### config.mk
export PLATFORM = sky130hd
export DESIGN_NAME = pieo_enq_ctrl
export DESIGN_NICKNAME = d
export VERILOG_FILES = /design/src/rtl/pieo_sched_pkg.sv /design/src/rtl/vft_calc.sv /design/src/rtl/pieo_enq_ctrl.sv
export SDC_FILE = /design/constraint.sdc
export NUM_CORES = 1
export LEC_CHECK = 0
export CAP_MARGIN = 20
export CORE_AREA = 2 2 126 176
export DETAILED_ROUTE_END_ITERATION = 8
export DIE_AREA = 0 0 128 178
export PLACE_DENSITY_LB_ADDON = 0.3
export SLEW_MARGIN = 40
export SYNTH_ARGS = -nofsm -noshare
export SYNTH_HDL_FRONTEND = slang
export SYNTH_HIERARCHICAL = 1
export SYNTH_SLANG_ARGS = --single-unit
### constraint.sdc
create_clock -name clk -period 8 [get_ports clk]
set_input_delay 1.6 -clock clk [delete_from_list [all_inputs] [get_ports clk]]
set_output_delay 1.6 -clock clk [all_outputs]
set_load 0.03 [all_outputs]
### src/rtl/pieo_sched_pkg.sv
// Shared types and default widths for the PIEO enqueue path.
// No logic; constants and the controller state encoding only.
// Backpressure: n/a.
package pieo_sched_pkg;

  typedef enum logic [1:0] {
    ST_IDLE  = 2'd0,
    ST_FETCH = 2'd1,
    ST_REQ   = 2'd2
  } enq_state_t;

  localparam int DEF_LEN_WIDTH   = 16;
  localparam int DEF_RANK_WIDTH  = 32;
  localparam int DEF_SHIFT_WIDTH = 3;

  // Saturation value for virtual finish times at the default rank width.
  localparam logic [DEF_RANK_WIDTH-1:0] RANK_MAX = {DEF_RANK_WIDTH{1'b1}};

endpackage

### src/rtl/vft_calc.sv
// Start-time fair queueing step: scaled length, start = max(now, last), saturating finish.
// Latency: purely combinational.
// Backpressure: none; the caller decides when to commit the result.
module vft_calc
  import pieo_sched_pkg::*;
#(
  parameter int LEN_WIDTH   = DEF_LEN_WIDTH,
  parameter int RANK_WIDTH  = DEF_RANK_WIDTH,
  parameter int SHIFT_WIDTH = DEF_SHIFT_WIDTH
) (
  input  logic [LEN_WIDTH-1:0]   head_len,
  input  logic [SHIFT_WIDTH-1:0] shift,
  input  logic [RANK_WIDTH-1:0]  now,
  input  logic [RANK_WIDTH-1:0]  last_finish,
  output logic [RANK_WIDTH-1:0]  start_vt,
  output logic [RANK_WIDTH-1:0]  finish_vt
);

  logic [RANK_WIDTH-1:0] scaled_len;
  logic [RANK_WIDTH:0]   sum;

  // Heavier flows (larger shift) consume less virtual time per byte.
  assign scaled_len = RANK_WIDTH'(head_len >> shift);

  // A flow that has been idle restarts at the system virtual time.
  assign start_vt = (now > last_finish) ? now : last_finish;

  // One extra bit catches the wrap so the finish time pins at all-ones.
  assign sum       = {1'b0, start_vt} + {1'b0, scaled_len};
  assign finish_vt = sum[RANK_WIDTH] ? {RANK_WIDTH{1'b1}} : sum[RANK_WIDTH-1:0];

endmodule

### src/rtl/pieo_enq_ctrl.sv
// Claims an offered FIFO, reads its head length, computes an SFQ rank, enqueues {fifo, rank} into the PIEO.
// Latency: claim at t, request valid from t+2; next claim possible the cycle after the accept.
// Backpressure: request held stable until pieo_enq_ready; no new offer examined until back in IDLE.
module pieo_enq_ctrl
  import pieo_sched_pkg::*;
#(
  parameter int NUM_FIFO    = 4,
  parameter int SEL_WIDTH   = $clog2(NUM_FIFO),
  parameter int LEN_WIDTH   = DEF_LEN_WIDTH,
  parameter int RANK_WIDTH  = DEF_RANK_WIDTH,
  parameter int SHIFT_WIDTH = DEF_SHIFT_WIDTH
) (
  input  logic                            clk,
  input  logic                            rst_n,
  input  logic                            fifo_to_enqueue_valid,
  input  logic [SEL_WIDTH-1:0]            fifo_to_enqueue,
  output logic                            pieo_enq_trigger,
  output logic                            head_len_rd_en,
  output logic [SEL_WIDTH-1:0]            head_len_rd_addr,
  input  logic [LEN_WIDTH-1:0]            head_len_rd_data,
  input  logic [NUM_FIFO*SHIFT_WIDTH-1:0] weight_shift,
  input  logic [RANK_WIDTH-1:0]           now,
  output logic                            pieo_enq_valid,
  input  logic                            pieo_enq_ready,
  output logic [SEL_WIDTH-1:0]            pieo_enq_fifo,
  output logic [RANK_WIDTH-1:0]           pieo_enq_rank,
  output logic                            busy
);

  enq_state_t             state_q, state_d;
  logic [SEL_WIDTH-1:0]   sel_q;
  logic [RANK_WIDTH-1:0]  last_finish [NUM_FIFO];
  logic [SHIFT_WIDTH-1:0] sel_shift;
  logic [RANK_WIDTH-1:0]  start_vt;
  logic [RANK_WIDTH-1:0]  finish_vt;
  logic                   claim;
  logic                   in_fetch;
  logic                   accept;

  assign sel_shift = weight_shift[int'(sel_q)*SHIFT_WIDTH +: SHIFT_WIDTH];
  assign claim     = (state_q == ST_IDLE) && fifo_to_enqueue_valid;
  assign in_fetch  = (state_q == ST_FETCH);
  assign accept    = (state_q == ST_REQ) && pieo_enq_ready;
  assign busy      = (state_q != ST_IDLE);

  vft_calc #(
    .LEN_WIDTH   (LEN_WIDTH),
    .RANK_WIDTH  (RANK_WIDTH),
    .SHIFT_WIDTH (SHIFT_WIDTH)
  ) u_vft_calc (
    .head_len    (head_len_rd_data),
    .shift       (sel_shift),
    .now         (now),
    .last_finish (last_finish[sel_q]),
    .start_vt    (start_vt),
    .finish_vt   (finish_vt)
  );

  // Next state plus the same-cycle claim and head-length read strobes.
  always_comb begin
    state_d          = state_q;
    pieo_enq_trigger = 1'b0;
    head_len_rd_en   = 1'b0;
    head_len_rd_addr = '0;
    unique case (state_q)
      ST_IDLE: begin
        if (fifo_to_enqueue_valid) begin
          pieo_enq_trigger = 1'b1;
          head_len_rd_en   = 1'b1;
          head_len_rd_addr = fifo_to_enqueue;
          state_d          = ST_FETCH;
        end
      end
      ST_FETCH: state_d = ST_REQ;
      ST_REQ: begin
        if (pieo_enq_ready) state_d = ST_IDLE;
      end
      default: state_d = ST_IDLE;
    endcase
  end

  // State register.
  always_ff @(posedge clk or negedge rst_n) begin
    if (!rst_n) state_q <= ST_IDLE;
    else        state_q <= state_d;
  end

  // Selected index and the committed PIEO request; request stays put until accepted.
  always_ff @(posedge clk or negedge rst_n) begin
    if (!rst_n) begin
      sel_q          <= '0;
      pieo_enq_valid <= 1'b0;
      pieo_enq_fifo  <= '0;
      pieo_enq_rank  <= '0;
    end else begin
      if (claim) sel_q <= fifo_to_enqueue;
      if (in_fetch) begin
        pieo_enq_valid <= 1'b1;
        pieo_enq_fifo  <= sel_q;
        pieo_enq_rank  <= start_vt;
      end else if (accept) begin
        pieo_enq_valid <= 1'b0;
      end
    end
  end

  // Per-FIFO virtual finish times; only the entry being enqueued advances.
  always_ff @(posedge clk or negedge rst_n) begin
    if (!rst_n) begin
      for (int i = 0; i < NUM_FIFO; i++) last_finish[i] <= '0;
    end else if (in_fetch) begin
      last_finish[sel_q] <= finish_vt;
    end
  end

endmodule

======== After elaboration in Yosys (flattened, before gate mapping) ========
Cells that the tools add are included.
W data, S select, Z words.
storage, ports and cells
  output and inout port bits .............. 40
  register bits ........................... 167
cells by class
  reduce and logical (&&, ||, !) cells .... 7
  shifts and indexed selects .............. 2
  multiply operators ...................... 1
  equal/unequal tests ..................... 4
  magnitude comparators ................... 3
  bitwise gates (word level) .............. 1
  mux-type cells .......................... 17
  add/subtract/negate cells ............... 1
operators by type and width
  operator               number
  $mux W32               5
  $bwmux W128            1
  $bmux W32 S2           1
  $demux W32 S2          1
  $add A32 B32 Y33       1
  $gt A32 B32 Y1         1
  $shr A16 B3 Y32        1
  $shiftx A12 B5 Y3      1
  $mux W2                4
  $pmux W2 S3            1
  $mul A2 B2 Y4 const B  1
  $mux W1                4
  $ne A2 B2 Y1 const B   2
  $reduce_bool A2 Y1     2
  $ge A3 B3 Y1 const B   1
  $logic_and A1 B1 Y1    3
  $lt A3 B1 Y1 const B   1
  $not A2 Y3             1
  $eq A2 B1 Y1 const B   1
  $eq A2 B2 Y1 const B   1
  $logic_not A2 Y1       1
  $reduce_and A2 Y1      1

======== Longest topological paths before layout ========
Gate-level depths: netlist of run 1.
  depth after elaboration ................. 9
  gate-level depth with buffers ........... 29
  mapped depth without buffers ............ 22

======== Hierarchy ========
Netlist of run 1, hierarchy kept.
by module, submodules not included
  module         instances  area an instance (um2)  sequential area each (um2)  cells an instance
  pieo_enq_ctrl  1          7204.4                  4179.0                      412
  vft_calc       1          3215.6                  0.0                         461

======== Worst setup path after synthesis of run 1 ========
No wires, ideal clock.
  path type ............................... input -> register
  start point ............................. input port now[14]
  end point ............................... register last_finish[116] (netlist name)
  required time ........................... 7.875 ns
  slack ................................... 1.601 ns
  cell stages on the path ................. 19
  arrival time ............................ 6.274 ns
  path through ............................ ha_1 > nand4_1 > or4_4 > nor2_1 > o22ai_2 > nor2_4 > buf_6 > buf_4 > mux2_2 > ha_1 > nor2b_1 > o31a_1 > o311ai_1 > a21oi_1 > o211ai_1 > and2_1 > nor2_1 > or4_1 > mux2_2
between the ends
  cells in the longest elaborated chain, start to end .. 5
ends and longest elaborated chain
  item                           line                  source
  start, declared                pieo_enq_ctrl.sv:22   input logic [RANK_WIDTH-1:0] now,
  $gt A32 B32 Y1                 vft_calc.sv:26        assign start_vt = (now > last_finish) ? now : last_finish;
  $mux W32                       vft_calc.sv:26
  net start_vt[2]                pieo_enq_ctrl.sv:34   logic [RANK_WIDTH-1:0] start_vt;
  $add A32 B32 Y33               vft_calc.sv:29        assign sum = {1'b0, start_vt} + {1'b0, scaled_len};
  $mux W32                       vft_calc.sv:30        assign finish_vt = sum[RANK_WIDTH] ? {RANK_WIDTH{1'b1}} : sum[RANK_WIDTH-1:0];
  net finish_vt[20]              pieo_enq_ctrl.sv:35   logic [RANK_WIDTH-1:0] finish_vt;
  $bwmux W128                    pieo_enq_ctrl.sv:112  last_finish[sel_q] <= finish_vt;
  end signal, assigned by index  pieo_enq_ctrl.sv:112
  end, declared                  pieo_enq_ctrl.sv:32   logic [RANK_WIDTH-1:0] last_finish [NUM_FIFO];
The timed path passes the listed nets, and every way through them passes these cells.
A chain may end at the register's enable or synchronous reset.

======== Worst setup path after layout of run 1 ========
  start point ............................. input port now[15]
  end point ............................... register last_finish[83] (netlist name)
Same word-level chain as after synthesis.

==> impl_metrics.tcl, run 1 <==
set metrics [dict create \
    cts-root-buf "clkbuf_16" \
    viasPerCell 5.88 \
    synth_top_area_frac 0.401 \
    gr-total-overflow 0 \
    finalSetupViolations 0 \
    grt_pass1_wl_um 39600 \
    hold_end "last_finish[40]" \
    numPortBuffers 105 \
    nFillCells 1810 \
    skew_ns 0.0108 \
    slew_violations 0 \
    timing.rr.start "sel_q[0]" \
    period_needed_ns 7.28 \
    synthFlopType "dfrtp_1" \
    cts_max_level 4 \
    synth_mux_area_frac 0.315 \
    hold_viol 0 \
    synth-adder-area-share 0.0596 \
    placed_cells 1202 \
    vias 7239 \
    wl_per_cell_um 20.7 \
    synth_seq_cells 167 \
    numCtsBuffers 17 \
    cp.arrival_ns 7.59 \
    drc 0 \
    worstMarginPinSlew_ns 0.804 \
    grt_util_met2 0.407 \
    die_area_um2 22800 \
    nets 1076 \
    synth_area_um2 10400 \
    top_usage_layer "met2" \
    cts_setup_buffers 0 \
    antenna_found_initial 0 \
    grt.met1_usage 0.273 \
    core_um2 21100 \
    postCtsHoldBufs 0 \
    dr.pass1.iters 4 \
    cts_buffer_depth 2 \
    syn_to_final_growth_pct 17.0 \
    die_width_um 128 \
    die_height_um 178 \
    globalplace.congestion 0.914 \
    start_kind "input pin" \
    synth_top_family_by_area "multiplexers" \
    io_pins 106 \
    synth_cells 873 \
    ff2ff_setup_slack_ns 0.80 \
    initial_core_util 0.493 \
    fin_crit_sh 0.910 \
    hpwl_um 18200 \
    final_cell_mix "192 x mux2_2, 165 x dfrtp_1, 104 x clkdlybuf4s50_1" \
    criticalPathCategory "input pin to flop" \
    synth-edff-count 0 \
    n_antenna_cell 0 \
    final_area_um2 12200 \
    status "finished clean" \
    synthDistinctLibCells 66 \
    synth.net_count 988 \
    clock.fmax_ghz 0.137 \
    worst-path-max-fanout 18 \
    instances_no_fill 1232 \
    critical_path.reg2reg.endpoint "last_finish[83]" \
    layout_commonest_cell "mux2_2" \
    avgSynthCellArea_um2 11.9 \
    synth_compound_area_frac 0.0717 \
    synth.area.top_cells "dfrtp_1 40%, mux2_2 21%, mux4_2 7.6%, ha_1 5.8%, mux2i_1 2.3%" \
    rows 63 \
    routed_wl_um 25400 \
    tns_ns 0 \
    synth_seq_area_share 0.401 \
    first_global_vias 7376 \
    rsz0062_at_grt "false" \
    worstPathRequired_ns 8.31 \
    seqCellArea_um2 4180 \
    yosysWarnings 6 \
    hp-class "flop to flop" \
    synthSimpleGateAreaFrac 0.0867 \
    grt_max_degree 87 \
    yosysTopAreaCell "dfrtp_1" \
    synth-xor-area-share 0.0160 \
    max-cap-violations 0 \
    path_clk_slew_ns 0.06 \
    final_util 0.577 \
    async_flop_share 1.00 \
    multi_input_area_um2 5760 \
    relSlewSlack 0.463 \
    grt_usage 0.229 \
    r2r_cells 21 \
    postCtsResizedCells 0 \
    clock_sinks 167 \
    min-delay-start "last_finish[40]" \
    cp-end-kind "flop" \
    clk_latency_ns 0.43 \
    tritoncts "done" \
    drt_iter0_markers 465 \
    min_path_cells 1 \
    layout-drive-gt1-share 0.297 \
    dpl_cell_area_um2 11600 \
    met3_usage 0.0417 \
    ant_nets 0 \
]
==> area by class of cell <==
class | instances | share of cell area
clock buffers | 20 | 0.0375
multi-input cells | 613 | 0.472
inverters | 46 | 0.0142
flip-flops and latches | 167 | 0.343
clock inverters | 10 | 0.0119
repair buffers | 116 | 0.0946
well taps | 260 | 0.0267
==> metrics by stage <==
step           hold WS [ns]  setup WS (ns)
4_1_cts               0.483          0.805
5_1_grt               0.500          0.316
3_5_place_dp          0.469          0.389
6_report              0.481          0.720
3_3_place_gp          0.463          0.531
2_1_floorplan         0.452           1.60
==> cells in the mapped netlist (12+ instances only) <==
library cell	count
o21ai_0	23
buf_2	14
mux4_2	35
a21oi_1	43
inv_1	45
nor2_1	36
dfrtp_1	167
ha_1	48
nand4_1	12
nand3_1	13
buf_6	16
mux2_2	192
mux2i_1	24
nand2_1	50
==> worst max path at each step <==
stage | startpoint | end | slack [ns] | depth (start not counted)
5_1_grt | sel_q[0] | last_finish[0] | 0.32 | 21
6_report | now[15] | last_finish[83] | 0.72 | 19
2_1_floorplan | now[14] | last_finish[116] | 1.60 | 19
4_1_cts | now[27] | last_finish[83] | 0.80 | 19
3_5_place_dp | now[26] | last_finish[127] | 0.39 | 19
3_3_place_gp | now[25] | last_finish[63] | 0.53 | 19
==> worst max-delay path, stage by stage <==
cell	delay, ns
clkdlybuf4s50_1	0.51
ha_1	0.35
nand4_1	0.14
or4_4	0.62
nor2_1	0.17
o22ai_2	0.21
nor2_4	0.51
mux2_2	0.42
ha_1	0.32
nor2b_1	0.16
o31a_1	0.28
o311ai_1	0.33
a21oi_1	0.16
o211ai_1	0.36
and2_1	0.25
or2_1	0.44
buf_4	0.30
nand2_1	0.14
mux2_2	0.29
==> logic make-up (layout without fill, tap and decap cells) <==
family | count (synthesis) | in the layout
mux | 259 | 259
simple gates | 170 | 170
flops | 167 | 167
compound gates | 116 | 116
buf+inv | 93 | 192
fa+ha+maj | 49 | 49
xor+xnor | 19 | 19
==> metal layers <==
layer	wire [um]	vias up
li1	-	3377
met1	10400	3654
met2	13400	167
met3	888	41
met4	751	0
met5	0	-
==> state kept, by name (all words and copies together) (netlist names) <==
register        count
pieo_enq_fifo       2
state_q             2
pieo_enq_rank      32
pieo_enq_valid      1
last_finish       128
sel_q               2
Power of run 1 is not shown: default switching activity piles up to over one toggle a cycle in this logic, so the estimate is an artifact.
==> run 2: changes to the inputs <==
- ABC_AREA: default -> 0
- HOLD_SLACK_MARGIN: default -> 0.15
==> results of run 2 <==
The final DEF is identical to that of run 1; final timing and power are the same.
Power of run 2 is left out for the same reason.
==> run 3: changes to the inputs <==
- CORE_AREA: 2 2 126 176 -> 2 2 117 164
- DIE_AREA: 0 0 128 178 -> 0 0 119 166
- clock period: 8 -> 7.4 ns (I/O delays scaled with it)
==> run 3 against run 2 <==
  * Global-route usage is 3.3 points higher
  * First-iteration DRC count down 13%
  * Setup slack got worse by 0.21 ns
  * Core utilization rose by 8.9 points
  * Count of clock-buffer cells in the layout decreased by 3
  * Cell area grew 0.45%
  * Hold slack better by 0.0073 ns
  * Register-to-register slack worse by 0.29 ns
  * Critical path type is now flop to flop
==> impl_metrics.tcl, run 3 (synthesis results as in run 1) <==
set metrics [dict create \
    status "finished clean" \
    die_width_um 119 \
    die_area_um2 19800 \
    worstMarginPinSlew_ns 0.685 \
    finalSetupViolations 0 \
    cp-end-kind "flop" \
    hold_ws_ns 0.489 \
    clk_latency_ns 0.43 \
    gr-total-overflow 0 \
    hp-class "flop to flop" \
    fin_crit_sh 0.931 \
    cts_max_level 4 \
    tritoncts "done" \
    layout_commonest_cell "mux2_2" \
    largestRegisters "last_finish (128), pieo_enq_rank (32)" \
    n_antenna_cell 0 \
    grt_util_met2 0.464 \
    hold_viol 0 \
    relSlewSlack 0.543 \
    worstPathRequired_ns 7.71 \
    place_ws_ns 0.278 \
    dr.pass1.iters 5 \
    drc 0 \
    grt_pass1_wl_um 40700 \
    worst_path_dominant_cell_family "simple AND/OR/NAND/NOR gates" \
    postCtsHoldBufs 0 \
    numCtsBuffers 17 \
    io_pins 106 \
    clock.fmax_ghz 0.145 \
    clock_sinks 167 \
    criticalPathCategory "flop to flop" \
    hpwl_um 18200 \
    antenna_found_initial 0 \
    path_clk_slew_ns 0.07 \
    first_global_vias 7703 \
    cts_buffer_depth 2 \
    drt_iter0_markers 403 \
    routed_wl_um 25200 \
    numPortBuffers 105 \
    rsz0062_at_grt "false" \
    rows 59 \
    grt.met1_usage 0.317 \
    regMostFlops "last_finish" \
    globalplace.congestion 0.953 \
    viasPerCell 6.05 \
    ant_nets 0 \
    met3_usage 0.0429 \
    worst-path-max-fanout 18 \
    wl_per_cell_um 20.5 \
    cpPeakStageDelay_ns 0.81 \
    cts-root-buf "clkbuf_16" \
    start_kind "flop" \
    cp.arrival_ns 7.20 \
    skew_ns 0.0123 \
    top_usage_layer "met2" \
    core_um2 18400 \
    cpMaxStageDelayCell "dfrtp_2" \
    worst_slack_ns 0.510 \
    tns_ns 0 \
    initial_core_util 0.567 \
    syn_to_final_growth_pct 17.5 \
    final_cell_mix "192 x mux2_2, 165 x dfrtp_1, 104 x clkdlybuf4s50_1" \
    die_height_um 166 \
    nets 1083 \
    max-cap-violations 0 \
    grt_max_degree 87 \
    cts_setup_buffers 0 \
    grt_usage 0.262 \
    largest_register_ffs 128 \
    vias 7416 \
    slew_violations 0 \
    period_needed_ns 6.89 \
    postCtsResizedCells 0 \
    path_buf_inv 3 \
    crit_path_cell_trace "buf_4, mux4_2, inv_1, ha_1, nand4_1, or4_4, o21bai_2, o22ai_2, nor2_4, buf_4, mux2_2, ha_1, o21a_1, o31a_1, o311ai_1, a21oi_1, o211ai_1, and2_1, nor2_1, or4_1, mux2_2" \
    layout-drive-gt1-share 0.305 \
]
-- run 3: worst register-to-register path: stages (launching register included) --
cell	delay, ns
dfrtp_2	0.81
buf_4	0.35
mux4_2	0.58
inv_1	0.09
ha_1	0.13
nand4_1	0.18
or4_4	0.54
o21bai_2	0.18
o22ai_2	0.23
nor2_4	0.25
buf_4	0.27
mux2_2	0.37
ha_1	0.34
o21a_1	0.13
o31a_1	0.14
o311ai_1	0.31
a21oi_1	0.15
o211ai_1	0.40
and2_1	0.27
nor2_1	0.12
or4_1	0.62
mux2_2	0.30
-- run 3: layout make-up --
class | instances | area (um^2)
flip-flops and latches | 167 | 4180
multi-input cells | 613 | 5750
clock buffers | 17 | 425
inverters | 46 | 173
repair buffers | 123 | 1240
well taps | 244 | 305
fillers | 1377 | 6130
clock inverters | 15 | 173
-- run 3: routing by layer --
metal	vias up	wire (um)
li1	3394	-
met1	3746	10000
met2	220	13300
met3	56	1060
met4	0	828
met5	-	0
-- run 3: worst paths after layout --
kind / endpoint / startpoint / slack, ns / cells past startpoint
worst max-delay path: last_finish[84] / sel_q[0] / 0.51 / 21
worst min-delay path: last_finish[44] / last_finish[44] / 0.49 / 1
worst max register to register: last_finish[84] / sel_q[0] / 0.51 / 21
worst min register to register: last_finish[44] / last_finish[44] / 0.49 / 1
max in group asynchronous: last_finish[60] / rst_n / 5.27 / 3
min in group asynchronous: last_finish[73] / rst_n / 1.07 / 1
-- run 3: metrics by stage --
stage	utilization	cell area (um^2)	std cells
final	0.666	12200	1225
after global routing	0.666	12200	1225
after CTS	0.665	12200	1224
after detailed placement	0.632	11600	1192
after global placement	0.630	11600	1190
after floorplan	-	10400	873
Power of run 3 is left out for the same reason.
